<file path="src/rtl/arbitro_mux_rr_if.sv">
// Handshake bundle between the two 2-bit requesters, the arbiter and the data_out consumer.
// The cont_grant0/cont_grant1 lines exist only when ARB_CONT_EN is defined.
interface arbitro_mux_rr_if;
   logic       valid_in0;
   logic [1:0] data_in0;
   logic       ready0;
   logic       valid_in1;
   logic [1:0] data_in1;
   logic       ready1;
   logic       ready_out;
   logic       valid_out;
   logic [1:0] data_out;
   logic       selector;
`ifdef ARB_CONT_EN
   logic [3:0] cont_grant0;
   logic [3:0] cont_grant1;

   modport slave (
      input  valid_in0, data_in0, valid_in1, data_in1, ready_out,
      output ready0, ready1, valid_out, data_out, selector, cont_grant0, cont_grant1
   );
   modport master (
      output valid_in0, data_in0, valid_in1, data_in1, ready_out,
      input  ready0, ready1, valid_out, data_out, selector, cont_grant0, cont_grant1
   );
`else
   modport slave (
      input  valid_in0, data_in0, valid_in1, data_in1, ready_out,
      output ready0, ready1, valid_out, data_out, selector
   );
   modport master (
      output valid_in0, data_in0, valid_in1, data_in1, ready_out,
      input  ready0, ready1, valid_out, data_out, selector
   );
`endif
endinterface

</file>
<file path="src/rtl/arbitro_mux_rr.sv">
// Round-robin arbiter feeding one registered 2-bit output from two lanes, with bounded bursts.
// Define ARB_CONT_EN to add the saturating per-lane accepted-beat counters cont_grant0/cont_grant1.
module arbitro_mux_rr #(
   parameter int MAX_BURST = 4,
   parameter int CNT_W     = 3
) (
   input logic            clk,
   input logic            reset,
   arbitro_mux_rr_if.slave bus
);

   typedef enum logic [1:0] {
      IDLE  = 2'd0,
      SERV0 = 2'd1,
      SERV1 = 2'd2
   } state_t;

   state_t           state_q;
   logic             last_grant_q;
   logic             selector_q;
   logic             valid_out_q;
   logic [1:0]       data_out_q;
   logic [CNT_W-1:0] burst_cnt_q;

   logic             out_free_s;
   logic             ready0_s;
   logic             ready1_s;
   logic             acc0_s;
   logic             acc1_s;
   logic             accept_s;
   logic [1:0]       acc_data_s;
   logic [CNT_W-1:0] cnt_inc_s;
   logic             burst_end_s;
   logic             cur_s;
   logic             own_valid_s;
   logic             other_valid_s;
   logic             switch_s;
   logic             target_s;
   logic             go_idle_s;

   // Handshake, accept and burst-limit terms derived from the current state.
   always_comb begin
      out_free_s    = !valid_out_q || bus.ready_out;
      ready0_s      = (state_q == SERV0) && out_free_s;
      ready1_s      = (state_q == SERV1) && out_free_s;
      acc0_s        = ready0_s && bus.valid_in0;
      acc1_s        = ready1_s && bus.valid_in1;
      accept_s      = acc0_s || acc1_s;
      acc_data_s    = acc1_s ? bus.data_in1 : bus.data_in0;
      cnt_inc_s     = burst_cnt_q + CNT_W'(1);
      burst_end_s   = accept_s && (cnt_inc_s == CNT_W'(MAX_BURST));
      cur_s         = (state_q == SERV1);
      own_valid_s   = cur_s ? bus.valid_in1 : bus.valid_in0;
      other_valid_s = cur_s ? bus.valid_in0 : bus.valid_in1;
   end

   // Grant decision: switch_s grants lane target_s, go_idle_s drops back to IDLE.
   always_comb begin
      switch_s  = 1'b0;
      target_s  = 1'b0;
      go_idle_s = 1'b0;
      case (state_q)
         IDLE: begin
            switch_s = bus.valid_in0 || bus.valid_in1;
            if (bus.valid_in0 && bus.valid_in1) begin
               target_s = !last_grant_q;
            end else begin
               target_s = bus.valid_in1;
            end
         end
         SERV0, SERV1: begin
            target_s = !cur_s;
            if (burst_end_s) begin
               switch_s = other_valid_s;
            end else if (!accept_s && !own_valid_s) begin
               switch_s  = other_valid_s;
               go_idle_s = !other_valid_s;
            end else begin
               switch_s  = 1'b0;
               go_idle_s = 1'b0;
            end
         end
         default: begin
            switch_s  = 1'b0;
            target_s  = 1'b0;
            go_idle_s = 1'b1;
         end
      endcase
   end

   // FSM, grant bookkeeping and the registered output beat.
   always_ff @(posedge clk or posedge reset) begin
      if (reset) begin
         state_q      <= IDLE;
         last_grant_q <= 1'b1;
         selector_q   <= 1'b0;
         valid_out_q  <= 1'b0;
         data_out_q   <= 2'b00;
         burst_cnt_q  <= {CNT_W{1'b0}};
      end else begin
         if (accept_s) begin
            data_out_q  <= acc_data_s;
            valid_out_q <= 1'b1;
         end else if (bus.ready_out) begin
            valid_out_q <= 1'b0;
         end else begin
            valid_out_q <= valid_out_q;
         end

         if (switch_s) begin
            state_q      <= target_s ? SERV1 : SERV0;
            selector_q   <= target_s;
            last_grant_q <= target_s;
            burst_cnt_q  <= {CNT_W{1'b0}};
         end else if (go_idle_s) begin
            state_q <= IDLE;
         end else if (burst_end_s) begin
            burst_cnt_q <= {CNT_W{1'b0}};
         end else if (accept_s) begin
            burst_cnt_q <= cnt_inc_s;
         end else begin
            burst_cnt_q <= burst_cnt_q;
         end
      end
   end

   assign bus.ready0    = ready0_s;
   assign bus.ready1    = ready1_s;
   assign bus.valid_out = valid_out_q;
   assign bus.data_out  = data_out_q;
   assign bus.selector  = selector_q;

`ifdef ARB_CONT_EN
   logic [3:0] cont0_q;
   logic [3:0] cont1_q;

   function automatic logic [3:0] sat_inc(input logic [3:0] v, input logic en);
      if (en && (v != 4'hF)) begin
         return v + 4'd1;
      end else begin
         return v;
      end
   endfunction

   // Per-lane accepted-beat counters, sticking at 4'hF.
   always_ff @(posedge clk or posedge reset) begin
      if (reset) begin
         cont0_q <= 4'h0;
         cont1_q <= 4'h0;
      end else begin
         cont0_q <= sat_inc(cont0_q, acc0_s);
         cont1_q <= sat_inc(cont1_q, acc1_s);
      end
   end

   assign bus.cont_grant0 = cont0_q;
   assign bus.cont_grant1 = cont1_q;
`endif

endmodule

</file>
<file path="src/flat_wrapper.sv">
// flat-port wrapper written by rule: the top's interface ports become plain ports
module arbitro_mux_rr_flat 
#(
   parameter int MAX_BURST = 4,
   parameter int CNT_W     = 3
)
  (clk, reset, bus_valid_in0, bus_data_in0, bus_valid_in1, bus_data_in1, bus_ready_out, bus_ready0, bus_ready1, bus_valid_out, bus_data_out, bus_selector);
  arbitro_mux_rr_if bus_i ();
  input logic clk;
  input logic reset;
  input wire logic [$bits(bus_i.valid_in0)-1:0] bus_valid_in0;
  input wire logic [$bits(bus_i.data_in0)-1:0] bus_data_in0;
  input wire logic [$bits(bus_i.valid_in1)-1:0] bus_valid_in1;
  input wire logic [$bits(bus_i.data_in1)-1:0] bus_data_in1;
  input wire logic [$bits(bus_i.ready_out)-1:0] bus_ready_out;
  output wire logic [$bits(bus_i.ready0)-1:0] bus_ready0;
  output wire logic [$bits(bus_i.ready1)-1:0] bus_ready1;
  output wire logic [$bits(bus_i.valid_out)-1:0] bus_valid_out;
  output wire logic [$bits(bus_i.data_out)-1:0] bus_data_out;
  output wire logic [$bits(bus_i.selector)-1:0] bus_selector;
  assign bus_i.valid_in0 = bus_valid_in0;
  assign bus_i.data_in0 = bus_data_in0;
  assign bus_i.valid_in1 = bus_valid_in1;
  assign bus_i.data_in1 = bus_data_in1;
  assign bus_i.ready_out = bus_ready_out;
  assign bus_ready0 = bus_i.ready0;
  assign bus_ready1 = bus_i.ready1;
  assign bus_valid_out = bus_i.valid_out;
  assign bus_data_out = bus_i.data_out;
  assign bus_selector = bus_i.selector;
  arbitro_mux_rr #(.MAX_BURST(MAX_BURST), .CNT_W(CNT_W)) u_core (.clk(clk), .reset(reset), .bus(bus_i));
endmodule
</file>
<file path="config.mk">
export PLATFORM = sky130hd
export DESIGN_NAME = arbitro_mux_rr_flat
export DESIGN_NICKNAME = d
export VERILOG_FILES = /design/src/rtl/arbitro_mux_rr_if.sv /design/src/rtl/arbitro_mux_rr.sv /design/src/flat_wrapper.sv
export SDC_FILE = /design/constraint.sdc
export NUM_CORES = 1
export LEC_CHECK = 0
export ABC_AREA = 0
export ABC_CLOCK_PERIOD_IN_PS = 1700
export BUFFER_PORTS_ARGS = -buffer_cell sky130_fd_sc_hd__buf_2
export CAP_MARGIN = 30
export CORE_UTILIZATION = 40
export DETAILED_ROUTE_END_ITERATION = 12
export SYNTH_ARGS = -nofsm -noshare
export SYNTH_HDL_FRONTEND = slang
export SYNTH_SLANG_ARGS = --single-unit
export TNS_END_PERCENT = 100
</file>
<file path="constraint.sdc">
create_clock -name clk -period 1.7 [get_ports clk]
set_clock_uncertainty 0.05 [all_clocks]
set_input_delay 0.17 -clock clk [delete_from_list [all_inputs] [get_ports clk]]
set_output_delay 0.17 -clock clk [all_outputs]
set_load 0.1 [all_outputs]
</file>
# Word level (Yosys, flattened, before mapping)
# Index checks and enable logic that the tools add are counted.
[word_totals] elab_cells=53 in_bits=9 ff_bits=10 output_inout_bits=6
[op_classes] n_eq_ne=4 n_addsub=1 n_reduce_logical=22 mux=20
[op_table] cell="$mux 3" count=4
[op_table] cell="$mux 1" count=9
[op_table] cell="$mux 2" count=4
[op_table] cell="$logic_and 1x1->1" count=7
[op_table] cell="$logic_not 1->1" count=6
[op_table] cell="$pmux 1 s2" count=3
[op_table] cell="$reduce_bool 2->1" count=2
[op_table] cell="$add 3x1->3 const B" count=1
[op_table] cell="$eq 3x3->1 const B" count=1
[op_table] cell="$logic_or 1x1->1" count=3
[op_table] cell="$reduce_bool 3->1" count=1
[op_table] cell="$eq 2x1->1 const B" count=1
[op_table] cell="$eq 2x2->1 const B" count=1
[op_table] cell="$logic_not 2->1" count=1
[op_table] cell="$ne 2x1->1 const B" count=1
[op_table] cell="$reduce_and 2->1" count=1
[op_table] cell="$reduce_or 2->1" count=1

# Longest topological paths before layout
[depth] ltp_word=12 ltp_mapped=8 mapped_depth_nobuf=7

# Worst setup path before layout
# No wires, ideal clock.
[synth_path] kind="reg2reg" from="register u_core.valid_out_q, in the netlist u_core.bus.valid_out" to="register u_core.state_q[0]" required_ps=1525 path_buffers=0 setup_ps=125 stages_incl_launch_ff=6 path_slack_ps=-407 t_arrival_ps=1932 period_less_slack_ps=2107 path_cell_list="dfrtp_1 nor2b_1 nor2_2 a32oi_2 o32ai_4 mux2_4"
[synth_via] elab_chain_cells=11 elab_cells_between_ends=18 cone_classes="7 x mux; 11 x reduce/logical"
[synth_rtl] item="from (decl)" line="arbitro_mux_rr.sv:21" text="logic valid_out_q;"
[synth_rtl] item="from (signal assigned)" line="arbitro_mux_rr.sv:107" text="valid_out_q <= valid_out_q;"
[synth_rtl] item="$logic_not 1->1 (*)" line="arbitro_mux_rr.sv:43" text="out_free_s = !valid_out_q || bus.ready_out;"
[synth_rtl] item="$logic_or 1x1->1 (*)" line="arbitro_mux_rr.sv:43"
[synth_rtl] item="$logic_and 1x1->1 (on tied branches)" line="arbitro_mux_rr.sv:44, arbitro_mux_rr.sv:45"
[synth_rtl] item="$logic_and 1x1->1 (on tied branches)" line="arbitro_mux_rr.sv:46, arbitro_mux_rr.sv:47"
[synth_rtl] item="$logic_or 1x1->1 (*)" line="arbitro_mux_rr.sv:48" text="accept_s = acc0_s || acc1_s;"
[synth_rtl] item="$logic_not 1->1" line="arbitro_mux_rr.sv:75" text="end else if (!accept_s && !own_valid_s) begin"
[synth_rtl] item="$logic_and 1x1->1" line="arbitro_mux_rr.sv:75"
[synth_rtl] item="$mux 1" line="arbitro_mux_rr.sv:75"
[synth_rtl] item="$mux 1" line="arbitro_mux_rr.sv:73" text="if (burst_end_s) begin"
[synth_rtl] item="$pmux 1 s2" line="arbitro_mux_rr.sv:62" text="case (state_q)"
[synth_rtl] item="$mux 2 or $reduce_bool 2->1 (tied branches)"
[synth_rtl] item="to (signal assigned)" line="arbitro_mux_rr.sv:111" text="state_q <= target_s ? SERV1 : SERV0;"
[synth_rtl] item="to (decl)" line="arbitro_mux_rr.sv:18" text="state_t state_q;"
# Every way passes the cells marked *; elsewhere a longest branch is shown, timed or not.
# A chain may end at the register's enable or synchronous reset.

# Final worst setup path
[layout_path] from="register u_core.state_q[1]" to="register u_core.state_q[0]"
[layout_via] elab_chain_cells=10 elab_cells_between_ends=27 cone_classes="2 x eq/ne; 11 x mux; 14 x reduce/logical"
[layout_rtl] item="$eq 2x1->1 or $eq 2x2->1 (tied branches)"
[layout_rtl] item="$logic_and 1x1->1 (on tied branches)" line="arbitro_mux_rr.sv:44, arbitro_mux_rr.sv:45"
[layout_rtl] item="$logic_and 1x1->1 (on tied branches)" line="arbitro_mux_rr.sv:46, arbitro_mux_rr.sv:47"
[layout_rtl] item="$logic_or 1x1->1" line="arbitro_mux_rr.sv:48"
[layout_rtl] item="$logic_not 1->1" line="arbitro_mux_rr.sv:75"
[layout_rtl] item="$logic_and 1x1->1" line="arbitro_mux_rr.sv:75"
[layout_rtl] item="$mux 1" line="arbitro_mux_rr.sv:75"
[layout_rtl] item="$mux 1" line="arbitro_mux_rr.sv:73"
[layout_rtl] item="$pmux 1 s2" line="arbitro_mux_rr.sv:62"
[layout_rtl] item="$mux 2 or $reduce_bool 2->1 (tied branches)"
# Several ways; a longest one is shown, not always the timed one.

==> run summary <==
• worst slew pin tran: 0.485 ns
• Setup Crit Path Kind: flip-flop to flip-flop
• violations in the final reports: setup timing
• Crit path arrival time: 1.87 ns
• standard-cell rows: 14
• most used flip-flop cell after synthesis: sky130_fd_sc_hd__dfrtp_1
• number of max-slew violations in the final report: 0
• Final Hold Violating Endpoints: 0
• crit path cell chain: buf_6 -> ha_4 -> or2b_1 -> a32oi_2 -> o32ai_4 -> mux2_4
• Post-Route WL: 1.34 mm
• final-layout fill cell count: 123
• share of the cycle needed by the critical path after routing: 104%
• proportion of layout cells with a drive suffix above 1: 47.9%
• layout overhead on the synthesized area: 43.9%
• Placeable Area: 1520 sq um
• run status: finished, violations left
• utilization after layout: 62.4%
• # diodes: 0
• hold depth: 3
• worst slew margin relative to its limit: 67.9%
• Synth Warn #: 0
• length of routed met2 wiring: 667 um
• final setup violation count: 4
• Setup WS post-layout: -0.0747 ns
• Hold Crit Class: input pin to flip-flop
• TritonCTS clock tree: done
• endpoint of the worst hold-timing path: u_core.bus.data_out[0]$_DFFE_PP0P_
• Distinct cells, synth: 23
• max capacitance violation total: 0
• first-pass GRT wire length: 2.39 mm
• Starting DRT DRC Count: 5
• Post-Place Worst Slack: -0.0871 ns
• cell area after synthesis: 661 sq um
• crit path time final: 1.77 ns
• global routing usage summed across all routing layers: 17.6%
• Cells after Synth: 66
• estimated wirelength of the detail-placed design: 997 um
• most numerous cell types in the synthesized netlist: sky130_fd_sc_hd__nor2_1, sky130_fd_sc_hd__dfrtp_1, sky130_fd_sc_hd__mux2i_1
• drt via density: 4.93
• total met3 wirelength after detailed routing: 39 um
• via count: 542
• post-synthesis average cell area: 10.0 sq um
• count of flip-flops with a built-in enable after synthesis: 0
• most frequent cell after synthesis: sky130_fd_sc_hd__nor2_1
• leading post-synthesis cells by cell area: sky130_fd_sc_hd__dfrtp_1, sky130_fd_sc_hd__mux2i_1, sky130_fd_sc_hd__ha_1
• final-stage net count: 110
• remaining routing DRC violations: 0
• buffer levels on the longest clock path: 2
• pin count of the biggest net entering global routing: 11
• critical register-to-register path endpoint: u_core.state_q[0]$_DFFE_PP0P_
• drt first pass iters: 4
• Die H: 42.6 um
• fraction of synthesized cell area taken by the top area cell type: 34.1%
• type of origin of the critical path: flip-flop
• number of buffer cells added on primary ports: 14
• number of flip-flops and latches in the synthesized netlist: 10
• syn nets: 81
• residual antenna-violating net count after detailed routing: 0
• starting density of the core: 43.3%
• leading area contributor after synthesis: sky130_fd_sc_hd__dfrtp_1
• Register-to-Register Path Depth: 6
• final routed wire length divided by cell count: 12.1 um
• TritonCTS buffer count: 3
• Max H-tree Level: 1
• Clock Sink Count: 10
• global placement routability congestion: 0.793
• achievable frequency: 0.563 GHz
• fraction of the yosys area taken by sequential cells: 38.1%
• die footprint: 1820 sq um
• via count of the first global-routing pass: 559
• R2R Path Start: u_core.state_q[1]$_DFFE_PP0P_
• Post-synth ARST share: 100%
• clock insertion delay at the later pin of the skew report: 0.26 ns
• Metal-1 WL: 618 um
• I/O Pins: 15
• uppermost layer routed: met4
• RSZ-0062 raised after global routing: yes
• die extent in x: 42.6 um
• flop2flop setup slack: -0.07 ns
• clock-pin slew on the worst setup and hold paths: 0.07 ns
• root buffer selected by CTS: sky130_fd_sc_hd__clkbuf_4
• CP Max Fanout: 5
• hold_sp: bus_data_in0[0]
• Data required, critical path: 1.79 ns
• slowest CP cell: sky130_fd_sc_hd__dfrtp_1
• maximum single-stage delay on the critical path: 0.41 ns
• Overflow after GRT: 0
• Worst Setup End Kind: flip-flop
• number of antenna violations at the first check in global routing: 0
-- kinds of logic (layout without fill, tap and decap cells) --
logic type	Yosys count	in the layout	synth area share [%]
muxes	10	10	16.1
DFF	10	10	38.1
AOI/OAI and AO/OA	8	8	11.9
and+or+nand+nor	24	24	17.8
adders and majority gates	6	6	11.4
buffers and inverters	8	36	4.73
-- metrics by stage --
step	hold WS [ns]	TNS [ns]	instances	cell area [sq um]
finish	0.165	-0.200	110	951
global route	0.195	-0.776	110	951
CTS	0.164	-0.191	109	942
detailed placement	0.121	-0.305	102	857
global placement	0.111	-0.259	102	857
floorplan	-0.0405	-0.0609	66	689
-- worst max-delay path: cells and delay by family, from the launching register on --
family	cells	cell delay, ns
flip-flops	1	0.41
AO/OA/AOI/OAI	2	0.36
multiplexers	1	0.30
AND/OR/NAND/NOR	1	0.24
adder cells (fa/ha/maj)	1	0.16
buffers and inverters	1	0.13
-- how the worst max path moves through the flow --
stage,startpoint,end,slack (ns),cells past startpoint
2_1_floorplan,u_core.state_q[0]$_DFFE_PP0P_,u_core.state_q[0]$_DFFE_PP0P_,-0.06,6
3_3_place_gp,u_core.state_q[0]$_DFFE_PP0P_,u_core.bus.selector$_DFFE_PP0P_,-0.07,7
3_5_place_dp,u_core.state_q[0]$_DFFE_PP0P_,u_core.bus.selector$_DFFE_PP0P_,-0.09,7
4_1_cts,u_core.state_q[1]$_DFFE_PP0P_,u_core.state_q[0]$_DFFE_PP0P_,-0.06,6
5_1_grt,u_core.state_q[1]$_DFFE_PP0P_,u_core.bus.selector$_DFFE_PP0P_,-0.14,7
6_report,u_core.state_q[1]$_DFFE_PP0P_,u_core.state_q[0]$_DFFE_PP0P_,-0.07,6
-- flip-flops by register name, summed over array words and instances (netlist names) --
register,flops
u_core.bus.data_out,2
u_core.bus.valid_out,1
u_core.state_q,2
u_core.bus.selector,1
u_core.burst_cnt_q,3
u_core.last_grant_q,1
-- what timing repair did --
item,in CTS,in global routing
hold buffers,1,0
pin swaps,3,2
endpoints found under the hold margin,9,0
resized for setup,5,2
setup endpoints to repair,7,7
buffers inserted,2,1
-- layout by cell type (no fill, tap or decap), types with 3 or more instances in the layout --
master                      n
sky130_fd_sc_hd__clkbuf_4   3
sky130_fd_sc_hd__buf_2     12
sky130_fd_sc_hd__buf_4      8
sky130_fd_sc_hd__ha_1       3
sky130_fd_sc_hd__nor2_1    10
sky130_fd_sc_hd__inv_1      6
sky130_fd_sc_hd__a21oi_1    3
sky130_fd_sc_hd__nand2_1    4
sky130_fd_sc_hd__dfrtp_1    8
sky130_fd_sc_hd__mux2i_1    8
-- per-layer routing --
layer	GRT usage, %	up-vias
met1	22.2	255
li1	-	276
met2	29.7	9
met4	5.63	0
met5	0	-
met3	3.88	2
-- cell type report --
type                       count  area, sq um  area share [%]
inverter                       7         26.3            2.76
sequential                    10          255            26.8
clock buffer                   4         36.3            3.82
multi-input combinational     48          420            44.2
tap                           16         20.0            2.11
timing repair buffer          25          193            20.3
Power is left out: the tool's default activity adds up to more than one toggle a clock period on the data nets, which glitch-free logic cannot reach.
